--- config.mk ---
export PLATFORM = sky130hd
export DESIGN_NAME = spi_reg_bank
export DESIGN_NICKNAME = d
export VERILOG_FILES = /design/src/rtl/spi_reg_pkg.sv /design/src/rtl/spi_sync.sv /design/src/rtl/spi_reg_bank.sv
export SDC_FILE = /design/constraint.sdc
export NUM_CORES = 1
export LEC_CHECK = 0
export ABC_AREA = 1
export CAP_MARGIN = 10
export CORE_ASPECT_RATIO = 0.9
export CORE_UTILIZATION = 35
export CTS_CLUSTER_SIZE = 8
export DETAILED_ROUTE_END_ITERATION = 16
export PLACE_DENSITY_LB_ADDON = 0.2
export RECOVER_POWER = 100
export SLEW_MARGIN = 10
export SYNTH_ARGS = -nofsm -noshare
export SYNTH_HDL_FRONTEND = slang
export SYNTH_SLANG_ARGS = --single-unit
--- constraint.sdc ---
create_clock -name clk -period 4.3 [get_ports clk]
set_input_delay 0.43 -clock clk [delete_from_list [all_inputs] [get_ports clk]]
set_output_delay 0.43 -clock clk [all_outputs]
set_load 0.005 [all_outputs]
--- src/rtl/spi_reg_pkg.sv ---
// ============================================================================
// spi_reg_pkg - shared types and constants for the SPI register bank. Rev 1.0
// ============================================================================
`default_nettype none

package spi_reg_pkg;

    typedef enum logic [1:0] {
        IDLE = 2'd0,
        CMD  = 2'd1,
        DATA = 2'd2,
        WAIT = 2'd3
    } state_e;

    localparam logic RW_WRITE = 1'b1;
    localparam logic RW_READ  = 1'b0;

    function automatic int frame_len(input int addr_w, input int data_w);
        return 1 + addr_w + data_w;
    endfunction

endpackage

`default_nettype wire

--- src/rtl/spi_sync.sv ---
// ============================================================================
// spi_sync - 2-FF synchronizer with optional registered-history edge outputs.
// Rev 1.0
// ============================================================================
`default_nettype none

module spi_sync #(
    parameter bit EDGES = 1'b1
) (
    input  logic clk,
    input  logic rst,
    input  logic d_i,
    output logic q_o,
    output logic rise_o,
    output logic fall_o
);

    logic meta_q;
    logic sync_q;

    // Reset to 0 so a line held low across reset never produces a falling edge.
    always_ff @(posedge clk) begin
        if (rst) begin
            meta_q <= 1'b0;
            sync_q <= 1'b0;
        end else begin
            meta_q <= d_i;
            sync_q <= meta_q;
        end
    end

    assign q_o = sync_q;

    generate
        if (EDGES) begin : g_edges
            logic prev_q;

            always_ff @(posedge clk) begin
                if (rst) begin
                    prev_q <= 1'b0;
                end else begin
                    prev_q <= sync_q;
                end
            end

            assign rise_o = sync_q & ~prev_q;
            assign fall_o = ~sync_q & prev_q;
        end else begin : g_no_edges
            assign rise_o = 1'b0;
            assign fall_o = 1'b0;
        end
    endgenerate

endmodule

`default_nettype wire

--- src/rtl/spi_reg_bank.sv ---
// ============================================================================
// spi_reg_bank - SPI mode-0 slave with NUM_REGS x DATA_W register bank.
// Rev 1.0
// ============================================================================
`default_nettype none

module spi_reg_bank
    import spi_reg_pkg::*;
#(
    parameter int NUM_REGS = 5,
    parameter int DATA_W   = 8,
    parameter int ADDR_W   = 7
) (
    input  logic                         clk,
    input  logic                         rst,
    input  logic                         sclk_i,
    input  logic                         cs_n_i,
    input  logic                         sdi_i,
    output logic                         sdo_o,
    output logic                         sdo_oe_o,
    output logic [NUM_REGS*DATA_W-1:0]   regs_flat_o,
    output logic                         wr_stb_o,
    output logic [ADDR_W-1:0]            wr_addr_o,
    output logic                         frame_err_o
);

    localparam int FLEN  = frame_len(ADDR_W, DATA_W);
    localparam int CNT_W = $clog2(FLEN + 1);
    localparam logic [CNT_W-1:0]  CMD_LAST  = CNT_W'(ADDR_W);
    localparam logic [CNT_W-1:0]  DATA_LAST = CNT_W'(FLEN - 1);
    localparam logic [CNT_W-1:0]  FLEN_C    = CNT_W'(FLEN);
    localparam logic [ADDR_W:0]   NREGS_C   = (ADDR_W+1)'(NUM_REGS);

    logic sclk_unused, cs_unused, sdi_rise_unused, sdi_fall_unused;
    logic sclk_rise, sclk_fall, cs_rise, cs_fall, sdi_s;

    spi_sync #(.EDGES(1'b1)) u_sync_sclk (
        .clk(clk), .rst(rst), .d_i(sclk_i),
        .q_o(sclk_unused), .rise_o(sclk_rise), .fall_o(sclk_fall)
    );

    spi_sync #(.EDGES(1'b1)) u_sync_cs (
        .clk(clk), .rst(rst), .d_i(cs_n_i),
        .q_o(cs_unused), .rise_o(cs_rise), .fall_o(cs_fall)
    );

    spi_sync #(.EDGES(1'b0)) u_sync_sdi (
        .clk(clk), .rst(rst), .d_i(sdi_i),
        .q_o(sdi_s), .rise_o(sdi_rise_unused), .fall_o(sdi_fall_unused)
    );

    state_e              state_q, state_d;
    logic [CNT_W-1:0]    cnt_q, cnt_d;
    logic [ADDR_W-1:0]   cmd_q, cmd_d;
    logic [DATA_W-1:0]   data_q, data_d;
    logic [DATA_W-1:0]   tx_q, tx_d;
    logic                rw_q, rw_d;
    logic [ADDR_W-1:0]   addr_q, addr_d;
    logic                sdo_q, sdo_d;
    logic                sdo_oe_q, sdo_oe_d;
    logic                wr_stb_q;
    logic [ADDR_W-1:0]   wr_addr_q;
    logic                frame_err_q, frame_err_d;
    logic                commit;
    logic [DATA_W-1:0]   regs_q [NUM_REGS];

    logic [ADDR_W-1:0]   addr_cmd;
    logic [DATA_W-1:0]   rd_word;
    logic                addr_ok;

    // Address as it stands on the address-complete sample, including the live bit.
    assign addr_cmd = {cmd_q[ADDR_W-2:0], sdi_s};
    assign addr_ok  = ({1'b0, addr_q} < NREGS_C);

    always_comb begin
        rd_word = '0;
        for (int k = 0; k < NUM_REGS; k++) begin
            if (addr_cmd == ADDR_W'(k)) begin
                rd_word = regs_q[k];
            end
        end
    end

    always_ff @(posedge clk) begin
        if (rst) begin
            state_q <= IDLE;
        end else begin
            state_q <= state_d;
        end
    end

    always_comb begin
        state_d = state_q;
        case (state_q)
            IDLE: if (cs_fall) state_d = CMD;
            CMD: begin
                if (cs_rise) begin
                    state_d = IDLE;
                end else if (sclk_rise && cnt_q == CMD_LAST) begin
                    state_d = DATA;
                end
            end
            DATA: begin
                if (cs_rise) begin
                    state_d = IDLE;
                end else if (sclk_rise && cnt_q == DATA_LAST) begin
                    state_d = WAIT;
                end
            end
            WAIT: if (cs_rise || sclk_rise) state_d = IDLE;
            default: state_d = IDLE;
        endcase
    end

    always_comb begin
        cnt_d       = cnt_q;
        cmd_d       = cmd_q;
        data_d      = data_q;
        tx_d        = tx_q;
        rw_d        = rw_q;
        addr_d      = addr_q;
        sdo_d       = sdo_q;
        sdo_oe_d    = sdo_oe_q;
        frame_err_d = 1'b0;
        commit      = 1'b0;
        case (state_q)
            IDLE: cnt_d = '0;
            CMD: begin
                if (cs_rise) begin
                    frame_err_d = 1'b1;
                end else if (sclk_rise) begin
                    cnt_d = cnt_q + CNT_W'(1);
                    cmd_d = addr_cmd;
                    if (cnt_q == CMD_LAST) begin
                        rw_d   = cmd_q[ADDR_W-1];
                        addr_d = addr_cmd;
                        tx_d   = rd_word;
                    end
                end
            end
            DATA: begin
                if (cs_rise) begin
                    frame_err_d = 1'b1;
                end else begin
                    if (sclk_rise) begin
                        cnt_d  = cnt_q + CNT_W'(1);
                        data_d = {data_q[DATA_W-2:0], sdi_s};
                    end
                    if (sclk_fall && rw_q == RW_READ) begin
                        sdo_d    = tx_q[DATA_W-1];
                        tx_d     = tx_q << 1;
                        sdo_oe_d = 1'b1;
                    end
                end
            end
            WAIT: begin
                if (cs_rise) begin
                    commit = (rw_q == RW_WRITE) && (cnt_q == FLEN_C) && addr_ok;
                end else if (sclk_rise) begin
                    frame_err_d = 1'b1;
                end
            end
            default: cnt_d = '0;
        endcase
        // Read data phase ends on the trailing falling edge or when the frame ends.
        if (state_d == IDLE || (state_q == WAIT && sclk_fall)) begin
            sdo_d    = 1'b0;
            sdo_oe_d = 1'b0;
        end
    end

    always_ff @(posedge clk) begin
        if (rst) begin
            cnt_q       <= '0;
            cmd_q       <= '0;
            data_q      <= '0;
            tx_q        <= '0;
            rw_q        <= RW_READ;
            addr_q      <= '0;
            sdo_q       <= 1'b0;
            sdo_oe_q    <= 1'b0;
            wr_stb_q    <= 1'b0;
            wr_addr_q   <= '0;
            frame_err_q <= 1'b0;
            for (int k = 0; k < NUM_REGS; k++) begin
                regs_q[k] <= '0;
            end
        end else begin
            cnt_q       <= cnt_d;
            cmd_q       <= cmd_d;
            data_q      <= data_d;
            tx_q        <= tx_d;
            rw_q        <= rw_d;
            addr_q      <= addr_d;
            sdo_q       <= sdo_d;
            sdo_oe_q    <= sdo_oe_d;
            wr_stb_q    <= commit;
            frame_err_q <= frame_err_d;
            if (commit) begin
                wr_addr_q <= addr_q;
            end
            for (int k = 0; k < NUM_REGS; k++) begin
                if (commit && addr_q == ADDR_W'(k)) begin
                    regs_q[k] <= data_q;
                end
            end
        end
    end

    generate
        for (genvar k = 0; k < NUM_REGS; k++) begin : g_flat
            assign regs_flat_o[k*DATA_W +: DATA_W] = regs_q[k];
        end
    endgenerate

    assign sdo_o       = sdo_q;
    assign sdo_oe_o    = sdo_oe_q;
    assign wr_stb_o    = wr_stb_q;
    assign wr_addr_o   = wr_addr_q;
    assign frame_err_o = frame_err_q;

endmodule

`default_nettype wire

==> impl_metrics.py, run 1 <==
metrics = {
    "synth": {
        "ys_seq_area_share_pct": 55.3,
        "syn_area_per_cell_um2": 8.86,
        "synthCells": 478,
        "synth_edf_count": 40,
        "ys_types": 37,
        "synth_seq_cells": 97,
        "syn_nets": 490,
        "async_reset_ff_share_pct": 0,
        "ys_warn_count": 0,
        "syn-cell-area_mm2": 0.00424,
        "synth-main-ff-cell": "dfxtp_1",
    },
    "setup_path": {
        "r2r_cells": 7,
        "required_ns": 4.31,
        "arrival_ns": 3.03,
        "r2r_start": "state_q[1]$_SDFF_PP0_",
        "critical_path.startpoint_type": "input port",
        "cp-end-kind": "register",
        "critical_path_class": "input port to register",
        "critPathCapture": "regs_q[0][7]$_DFFE_PP_",
        "startpoint": "rst",
        "rrSetupSlack_ns": 1.51,
        "r2r_end": "regs_q[0][31]$_DFFE_PP_",
        "cp_max_fo": 29,
    },
    "timing": {
        "tns_ns": 0,
        "setup_slack_ns": 1.27,
        "finalHoldWorstSlack_ns": 0.403,
        "tightest_slew_ns": 1.35,
        "period_needed_ns": 3.03,
        "fin_crit_sh_pct": 70.4,
        "report.final.slew_viol_count": 0,
        "rsz0062_at_grt": "false",
        "max_freq_ghz": 0.331,
        "relSlewSlack_pct": 9.79,
        "hold_violations": 0,
        "setup_viol": 0,
        "clock-skew-final_ns": 0.00710,
    },
    "grt": {
        "grt_remaining_overflow": 0,
        "first_global_vias": 2988,
        "grt_max_degree": 35,
        "grt_use_total_pct": 16.1,
        "antenna_found_initial": 0,
        "grt_pass1_wl_um": 15400,
    },
    "finish": {
        "stdcell_count": 695,
        "fin_util_pct": 44.3,
        "nets": 546,
        "syn_to_final_growth_pct": 21.6,
        "n_antenna_cell": 0,
        "fill_cells": 1117,
        "layout-drive-gt1-share_pct": 9.46,
    },
    "drt": {
        "vias_per_cell": 4.65,
        "drtPass1Iterations": 4,
        "totalWireLength_um": 9590,
        "drtIter0Drc": 208,
        "vias": 3235,
        "routedWlPerCell_um": 13.8,
        "ant_nets": 0,
        "drc": 0,
    },
    "clocking": {
        "postCtsSetupBuffers": 0,
        "cts_max_level": 3,
        "max-clock-path-buffers": 2,
        "cts_buffers": 9,
        "clock-sinks": 97,
        "clk_pin_slew_ns": 0.06,
        "hold_buffers": 0,
        "ctsResizeCount": 0,
        "cts_tree": "done",
        "root_buffer": "clkbuf_16",
        "insertion_delay_ns": 0.34,
    },
    "min_path": {
        "min_path_type": "register to register",
    },
    "floorplanning": {
        "die_w_um": 118,
        "num_io_pins": 56,
        "die_area_mm2": 0.0125,
        "core_mm2": 0.0116,
        "rows": 37,
        "start_util_pct": 36.5,
        "dieHeight_um": 106,
    },
    "power": {
        "ir_drop_uv": 210,
        "p_leak_uw": 0.00214,
        "power_density_mw_per_mm2": 424,
    },
    "placement": {
        "dp.cells": 678,
        "dpl.hpwl_um": 7190,
        "gp_congestion": 0.855,
        "port_buffers": 55,
        "dp_slack_ns": 1.77,
    },
    "run_status": {
        "status": "finished, final reports clean",
    },
    "run": {
        "cap_violations": 0,
    },
}
## cell type report
| cell class | count | area, um^2 | area share (%) |
|---|---|---|---|
| Multi-Input combinational cell | 296 | 1500 | 29.1 |
| Timing Repair Buffer | 58 | 566 | 11.0 |
| Inverter | 72 | 272 | 5.27 |
| Clock inverter | 5 | 32.5 | 0.632 |
| Sequential cell | 97 | 2340 | 45.5 |
| Tap cell | 156 | 195 | 3.79 |
| Clock buffer | 11 | 243 | 4.71 |
## worst min path at each step
stage,start,to,slack [ns],cells past startpoint
after global placement,u_sync_sclk.meta_q$_SDFF_PP0_,u_sync_sclk.q_o$_SDFF_PP0_,0.40,2
after CTS,u_sync_cs.meta_q$_SDFF_PP0_,u_sync_cs.q_o$_SDFF_PP0_,0.40,2
after floorplan,u_sync_cs.meta_q$_SDFF_PP0_,u_sync_cs.q_o$_SDFF_PP0_,0.39,2
final,u_sync_cs.meta_q$_SDFF_PP0_,u_sync_cs.q_o$_SDFF_PP0_,0.40,2
after detailed placement,u_sync_cs.meta_q$_SDFF_PP0_,u_sync_cs.q_o$_SDFF_PP0_,0.39,2
after global routing,u_sync_sclk.meta_q$_SDFF_PP0_,u_sync_sclk.q_o$_SDFF_PP0_,0.42,2
## kinds of logic after synthesis
family                     count (synthesis)  synth area share [%]
and+or+nand+nor                          220                  24.1
DFF                                       97                  55.3
buffers and inverters                     85                  8.89
AOI/OAI and AO/OA                         68                  9.36
adders and majority gates                  7                  2.07
muxes                                      1                 0.266
## state kept, by name, summed over array words and instances, names as in the netlist, 2 cells and up
name / count
regs_q: 40
data_q: 8
tx_q: 8
addr_q: 7
cmd_q: 7
wr_addr_o: 7
cnt_q: 5
state_q: 2
## critical path, cell delays in order
cell,delay (ns)
dlygate4sd3_1,0.52
clkbuf_1,0.99
clkinv_1,0.24
buf_4,0.29
o21ai_0,0.21
clkbuf_1,0.34
## report_power, final
part	internal [uW]	switching [uW]
clock	407	335
combinational	137	268
sequential	1000	33.1
## placed cells by master, fill, tap and decap left out
cell,n
nand2_2,4
nor2_2,10
nand4_1,4
o21ai_2,1
inv_2,7
nand3_1,51
nand2_1,63
ha_1,7
clkbuf_1,3
a21oi_1,26
o21bai_1,1
nor2_1,74
clkinv_1,1
and2b_1,1
a221oi_1,1
dfxtp_1,57
clkbuf_8,1
a211oi_1,8
edfxtp_1,40
clkinv_2,2
nor3_1,4
a21oi_2,2
buf_4,1
clkdlybuf4s50_1,3
nor3_2,1
o21ai_0,23
inv_1,64
clkinv_4,2
a22oi_2,1
nor2_4,2
o22ai_1,1
o21ai_1,4
nand2_4,2
dlygate4sd3_1,52
nand3_2,3
inv_4,1
mux2_2,1
nor2_8,1
clkbuf_16,9
## Yosys cell counts, types with 3 or more instances
master	instances	area share [%]
nor2_1	73	6.5
nand2_1	63	5.6
inv_1	62	5.5
dfxtp_1	57	27
nand3_1	51	6.0
edfxtp_1	40	28
a21oi_1	26	3.1
o21ai_0	20	2.4
nor2_2	10	1.5
inv_2	8	0.71
ha_1	7	2.1
o21ai_1	7	0.83
a211oi_1	6	1.1
nand2_2	4	0.59
nand4_1	4	0.59
nor3_1	4	0.47
buf_4	3	0.53
buf_6	3	0.80
clkbuf_1	3	0.27
nand3_2	3	0.71
nor2_4	3	0.80
## stage by stage
stage,cell area (um^2),total power (uW)
floorplan,4240,1370
global placement,4890,1460
detailed placement,4890,1470
CTS,5170,2210
global route,5150,2300
finish,5150,2180
## layer usage
metal / up-vias / share of wire [%] / GRT usage, %
li1: 1670 / - / -
met4: 0 / 1.1 / 4.40
met1: 1475 / 49 / 22.2
met5: - / 0 / 0
met3: 7 / 5.2 / 4.77
met2: 83 / 45 / 24.3
Note: power is estimated with default switching activity, not from simulation.
==> run 2, diff against run 1 <==
- clock period: 4.3 -> 3.1 ns (I/O delays scaled with it)
==> impl_metrics.py, run 2 (synthesis results as in run 1) <==
metrics = {
    "clocking": {
        "ctsResizeCount": 0,
        "hold_buffers": 0,
        "cts_tree": "done",
        "max-clock-path-buffers": 2,
        "clock-sinks": 97,
        "insertion_delay_ns": 0.34,
        "postCtsSetupBuffers": 0,
        "root_buffer": "clkbuf_16",
        "cts_max_level": 3,
        "clk_pin_slew_ns": 0.06,
        "cts_buffers": 9,
    },
    "setup_path": {
        "cp-end-kind": "register",
        "arrival_ns": 2.44,
        "required_ns": 3.08,
        "startpoint": "state_q[1]$_SDFF_PP0_",
        "r2r_start": "state_q[1]$_SDFF_PP0_",
        "r2r_cells": 7,
        "critical_path_class": "register to register",
        "cp_max_fo": 8,
        "critical_path.startpoint_type": "register",
    },
    "finish": {
        "stdcell_count": 696,
        "final_cell_mix": "nor2_1, nand2_1, inv_1, dfxtp_1",
        "nets": 547,
        "largest_reg_flops": 40,
        "top_regs": "regs_q: 40 flops, data_q: 8 flops, tx_q: 8 flops",
        "fill_cells": 1150,
        "n_antenna_cell": 0,
        "regMostFlops": "regs_q",
        "syn_to_final_growth_pct": 21.8,
        "final_common_cell": "nor2_1",
        "fin_util_pct": 44.4,
        "layout-drive-gt1-share_pct": 9.07,
    },
    "timing": {
        "tightest_slew_ns": 1.13,
        "fin_crit_sh_pct": 79.4,
        "tns_ns": 0,
        "max_freq_ghz": 0.406,
        "relSlewSlack_pct": 24.5,
        "period_needed_ns": 2.46,
        "rsz0062_at_grt": "false",
        "report.final.slew_viol_count": 0,
        "hold_violations": 0,
        "finalHoldWorstSlack_ns": 0.406,
        "clock-skew-final_ns": 0.00616,
        "setup_viol": 0,
    },
    "drt": {
        "ant_nets": 0,
        "routedWlPerCell_um": 13.6,
        "vias": 3245,
        "totalWireLength_um": 9460,
        "drtIter0Drc": 196,
        "vias_per_cell": 4.66,
        "drc": 0,
        "drtPass1Iterations": 4,
    },
    "grt": {
        "first_global_vias": 3014,
        "grt_use_total_pct": 15.8,
        "antenna_found_initial": 0,
        "grt_remaining_overflow": 0,
        "grt_pass1_wl_um": 15100,
        "grt_max_degree": 28,
    },
    "floorplanning": {
        "dieHeight_um": 106,
        "die_area_mm2": 0.0125,
        "start_util_pct": 36.5,
        "num_io_pins": 56,
        "core_mm2": 0.0116,
        "die_w_um": 118,
        "rows": 37,
    },
    "power": {
        "power_density_mw_per_mm2": 600,
        "ir_drop_uv": 315,
        "p_leak_uw": 0.00211,
        "p_total_uw": 3090,
    },
    "min_path": {
        "worst_hold_path.num_cells": 2,
        "worstHoldStart": "u_sync_sclk.meta_q$_SDFF_PP0_",
        "min_path_type": "register to register",
    },
    "placement": {
        "dpl.hpwl_um": 7150,
        "dp.cells": 680,
        "gp_congestion": 0.864,
        "port_buffers": 55,
    },
    "run_status": {
        "status": "finished, final reports clean",
    },
    "run": {
        "cap_violations": 0,
    },
}
## run 2: per-stage QoR
step | setup WS [ns] | area, um^2
finish | 0.638 | 5160
global route | 0.364 | 5160
detailed placement | 0.628 | 4910
global placement | 0.738 | 4910
floorplan | 1.08 | 4240
CTS | 0.725 | 5200
## run 2: power by group
part | leakage (uW) | switching [uW] | internal [uW]
Sequential | 0.000874 | 45.7 | 1390
Combinational | 0.00109 | 359 | 190
Clock | 0.000143 | 462 | 645
## run 2: worst max-delay path: stages, from the launching register on
cell and delay [ns]:
dfxtp_1 0.41, ha_1 0.27, nand4_1 0.12, and2b_1 0.24
nand2_1 0.15, nor2_1 0.22, nand2_1 0.13, o21ai_1 0.57
## run 2: area by class of cell
cell class                 count  area, um^2  share of cell area, %
clock buffer                  11         243                   4.70
sequential                    97        2340                   45.4
tap                          156         195                   3.78
timing repair buffer          59         569                   11.0
multi-input combinational    296        1480                   28.8
clock inverter                 5        55.1                   1.07
inverter                      72         272                   5.26
## run 2: metal layers
metal | up-vias | track usage, % | share of wire [%]
li1 | 1669 | - | -
met1 | 1511 | 21.7 | 49
met2 | 55 | 24.3 | 45
met3 | 10 | 4.40 | 4.4
met4 | 0 | 4.30 | 1.0
met5 | - | 0 | 0
## run 2: worst paths after layout
kind,end,slack (ns)
worst max-delay path,regs_q[0][22]$_DFFE_PP_,0.64
worst min-delay path,u_sync_sclk.q_o$_SDFF_PP0_,0.41
worst min register to register,u_sync_sclk.q_o$_SDFF_PP0_,0.41
worst max register to register,regs_q[0][22]$_DFFE_PP_,0.64
==> run 3, diff against run 2 <==
- clock period: 3.1 -> 2 ns (I/O delays scaled with it)
==> impl_metrics.py, run 3 (synthesis results as in run 1) <==
metrics = {
    "finish": {
        "design_area_mm2": 0.00526,
        "regMostFlops": "regs_q",
        "syn_to_final_growth_pct": 24.1,
        "fill_cells": 1113,
        "final_common_cell": "nor2_1",
        "n_antenna_cell": 0,
        "final_cell_mix": "nor2_1, nand2_1, inv_1, dfxtp_1, dlygate4sd3_1",
        "layout-drive-gt1-share_pct": 11.8,
        "largest_reg_flops": 40,
        "top_regs": "regs_q: 40 flops, data_q: 8 flops, tx_q: 8 flops",
        "nets": 560,
    },
    "clocking": {
        "clock-sinks": 97,
        "max-clock-path-buffers": 2,
        "insertion_delay_ns": 0.35,
        "clk_pin_slew_ns": 0.07,
        "cts_buffers": 9,
        "cts_tree": "done",
        "root_buffer": "clkbuf_16",
        "cts_max_level": 3,
    },
    "setup_path": {
        "cp_max_fo": 8,
        "arrival_ns": 1.89,
        "critical_path_class": "register to register",
        "cp-end-kind": "register",
        "required_ns": 2.04,
        "critical_path.startpoint_type": "register",
    },
    "floorplanning": {
        "die_w_um": 118,
        "die_area_mm2": 0.0125,
        "dieHeight_um": 106,
        "rows": 37,
        "core_mm2": 0.0116,
        "start_util_pct": 36.5,
        "num_io_pins": 56,
    },
    "drt": {
        "drtPass1Iterations": 5,
        "routedWlPerCell_um": 13.5,
        "ant_nets": 0,
        "totalWireLength_um": 9600,
        "vias_per_cell": 4.60,
        "drtIter0Drc": 123,
        "drc": 0,
        "vias": 3261,
    },
    "timing": {
        "setup_viol": 0,
        "period_needed_ns": 1.85,
        "tns_ns": 0,
        "clock-skew-final_ns": 0.0104,
        "rsz0062_at_grt": "false",
        "fin_crit_sh_pct": 92.4,
        "max_freq_ghz": 0.541,
        "report.final.slew_viol_count": 0,
        "tightest_slew_ns": 0.718,
        "hold_violations": 0,
        "relSlewSlack_pct": 51.6,
    },
    "placement": {
        "dpl.hpwl_um": 7350,
        "port_buffers": 55,
        "placed_area_mm2": 0.00500,
        "gp_congestion": 0.887,
    },
    "min_path": {
        "min_path_type": "input port to register",
    },
    "grt": {
        "antenna_found_initial": 0,
        "first_global_vias": 3004,
        "grt_remaining_overflow": 0,
        "grt_use_total_pct": 16.1,
        "grt_pass1_wl_um": 15300,
        "grt_max_degree": 18,
    },
    "power": {
        "power_density_mw_per_mm2": 921,
        "p_clk_share_pct": 36.1,
        "p_int_uw": 3450,
        "power_frac_comb_pct": 17.8,
        "p_leak_uw": 0.00215,
        "p_seq_share_pct": 46.1,
        "power_switching_uw": 1390,
        "p_sw_share_pct": 28.7,
        "ir_drop_uv": 499,
    },
    "run": {
        "cap_violations": 0,
    },
    "run_status": {
        "status": "finished, final reports clean",
    },
}
run 3: timing repair:
item,CTS,global route
setup endpoints to repair,0,40
setup buffers,0,0
resized for setup,0,3
hold buffers,0,0
run 3: worst paths after layout:
kind,end,start,slack [ns],cells past startpoint
hold / removal,u_sync_sclk.meta_q$_SDFF_PP0_,sclk_i,0.36,3
hold reg to reg,u_sync_sdi.q_o$_SDFF_PP0_,u_sync_sdi.meta_q$_SDFF_PP0_,0.41,2
setup reg to reg,regs_q[0][6]$_DFFE_PP_,cnt_q[0]$_SDFFE_PP0P_,0.15,8
setup / recovery,regs_q[0][6]$_DFFE_PP_,cnt_q[0]$_SDFFE_PP0P_,0.15,8
run 3: layout make-up:
type / count / area (um^2) / area share [%]
Timing Repair Buffer: 72 / 653 / 12.4
Clock inverter: 7 / 77.6 / 1.48
Multi-Input combinational cell: 296 / 1490 / 28.4
Tap cell: 156 / 195 / 3.71
Inverter: 72 / 272 / 5.17
Sequential cell: 97 / 2340 / 44.6
Clock buffer: 9 / 225 / 4.28
run 3: metal layers:
layer / vias up / share of wire (%) / global-route usage (%)
met2: 60 / 46 / 24.7
li1: 1705 / - / -
met3: 8 / 4.6 / 4.83
met4: 0 / 0.82 / 4.40
met5: - / 0 / 0
met1: 1488 / 48 / 21.9
run 3: power groups by stage:
stage	sequential [uW]	clock (uW)	combinational, uW
finish	2230	1750	861
global route	2250	1880	986
CTS	2230	1800	899
detailed placement	2270	0	894
global placement	2270	0	880
floorplan	2260	0	687
run 3: per-stage QoR:
step / hold WS, ns / instances / setup WS (ns) / util [%] / power, uW
2_1_floorplan: 0.307 / 478 / 0.0134 / - / 2950
3_3_place_gp: 0.396 / 693 / 0.0555 / 43.1 / 3150
3_5_place_dp: 0.403 / 693 / -0.00456 / 43.1 / 3170
4_1_cts: 0.350 / 709 / 0.0981 / 45.7 / 4930
5_1_grt: 0.380 / 709 / 0.00833 / 45.2 / 5110
6_report: 0.362 / 709 / 0.152 / 45.2 / 4840
run 3: worst max-delay path: stages (launching register included):
cell and delay, ns:
dfxtp_1 0.33, inv_1 0.09, ha_1 0.14, nand4_1 0.09
and2b_2 0.24, nand2_2 0.07, clkbuf_1 0.17, o21ai_1 0.16
clkbuf_2 0.25
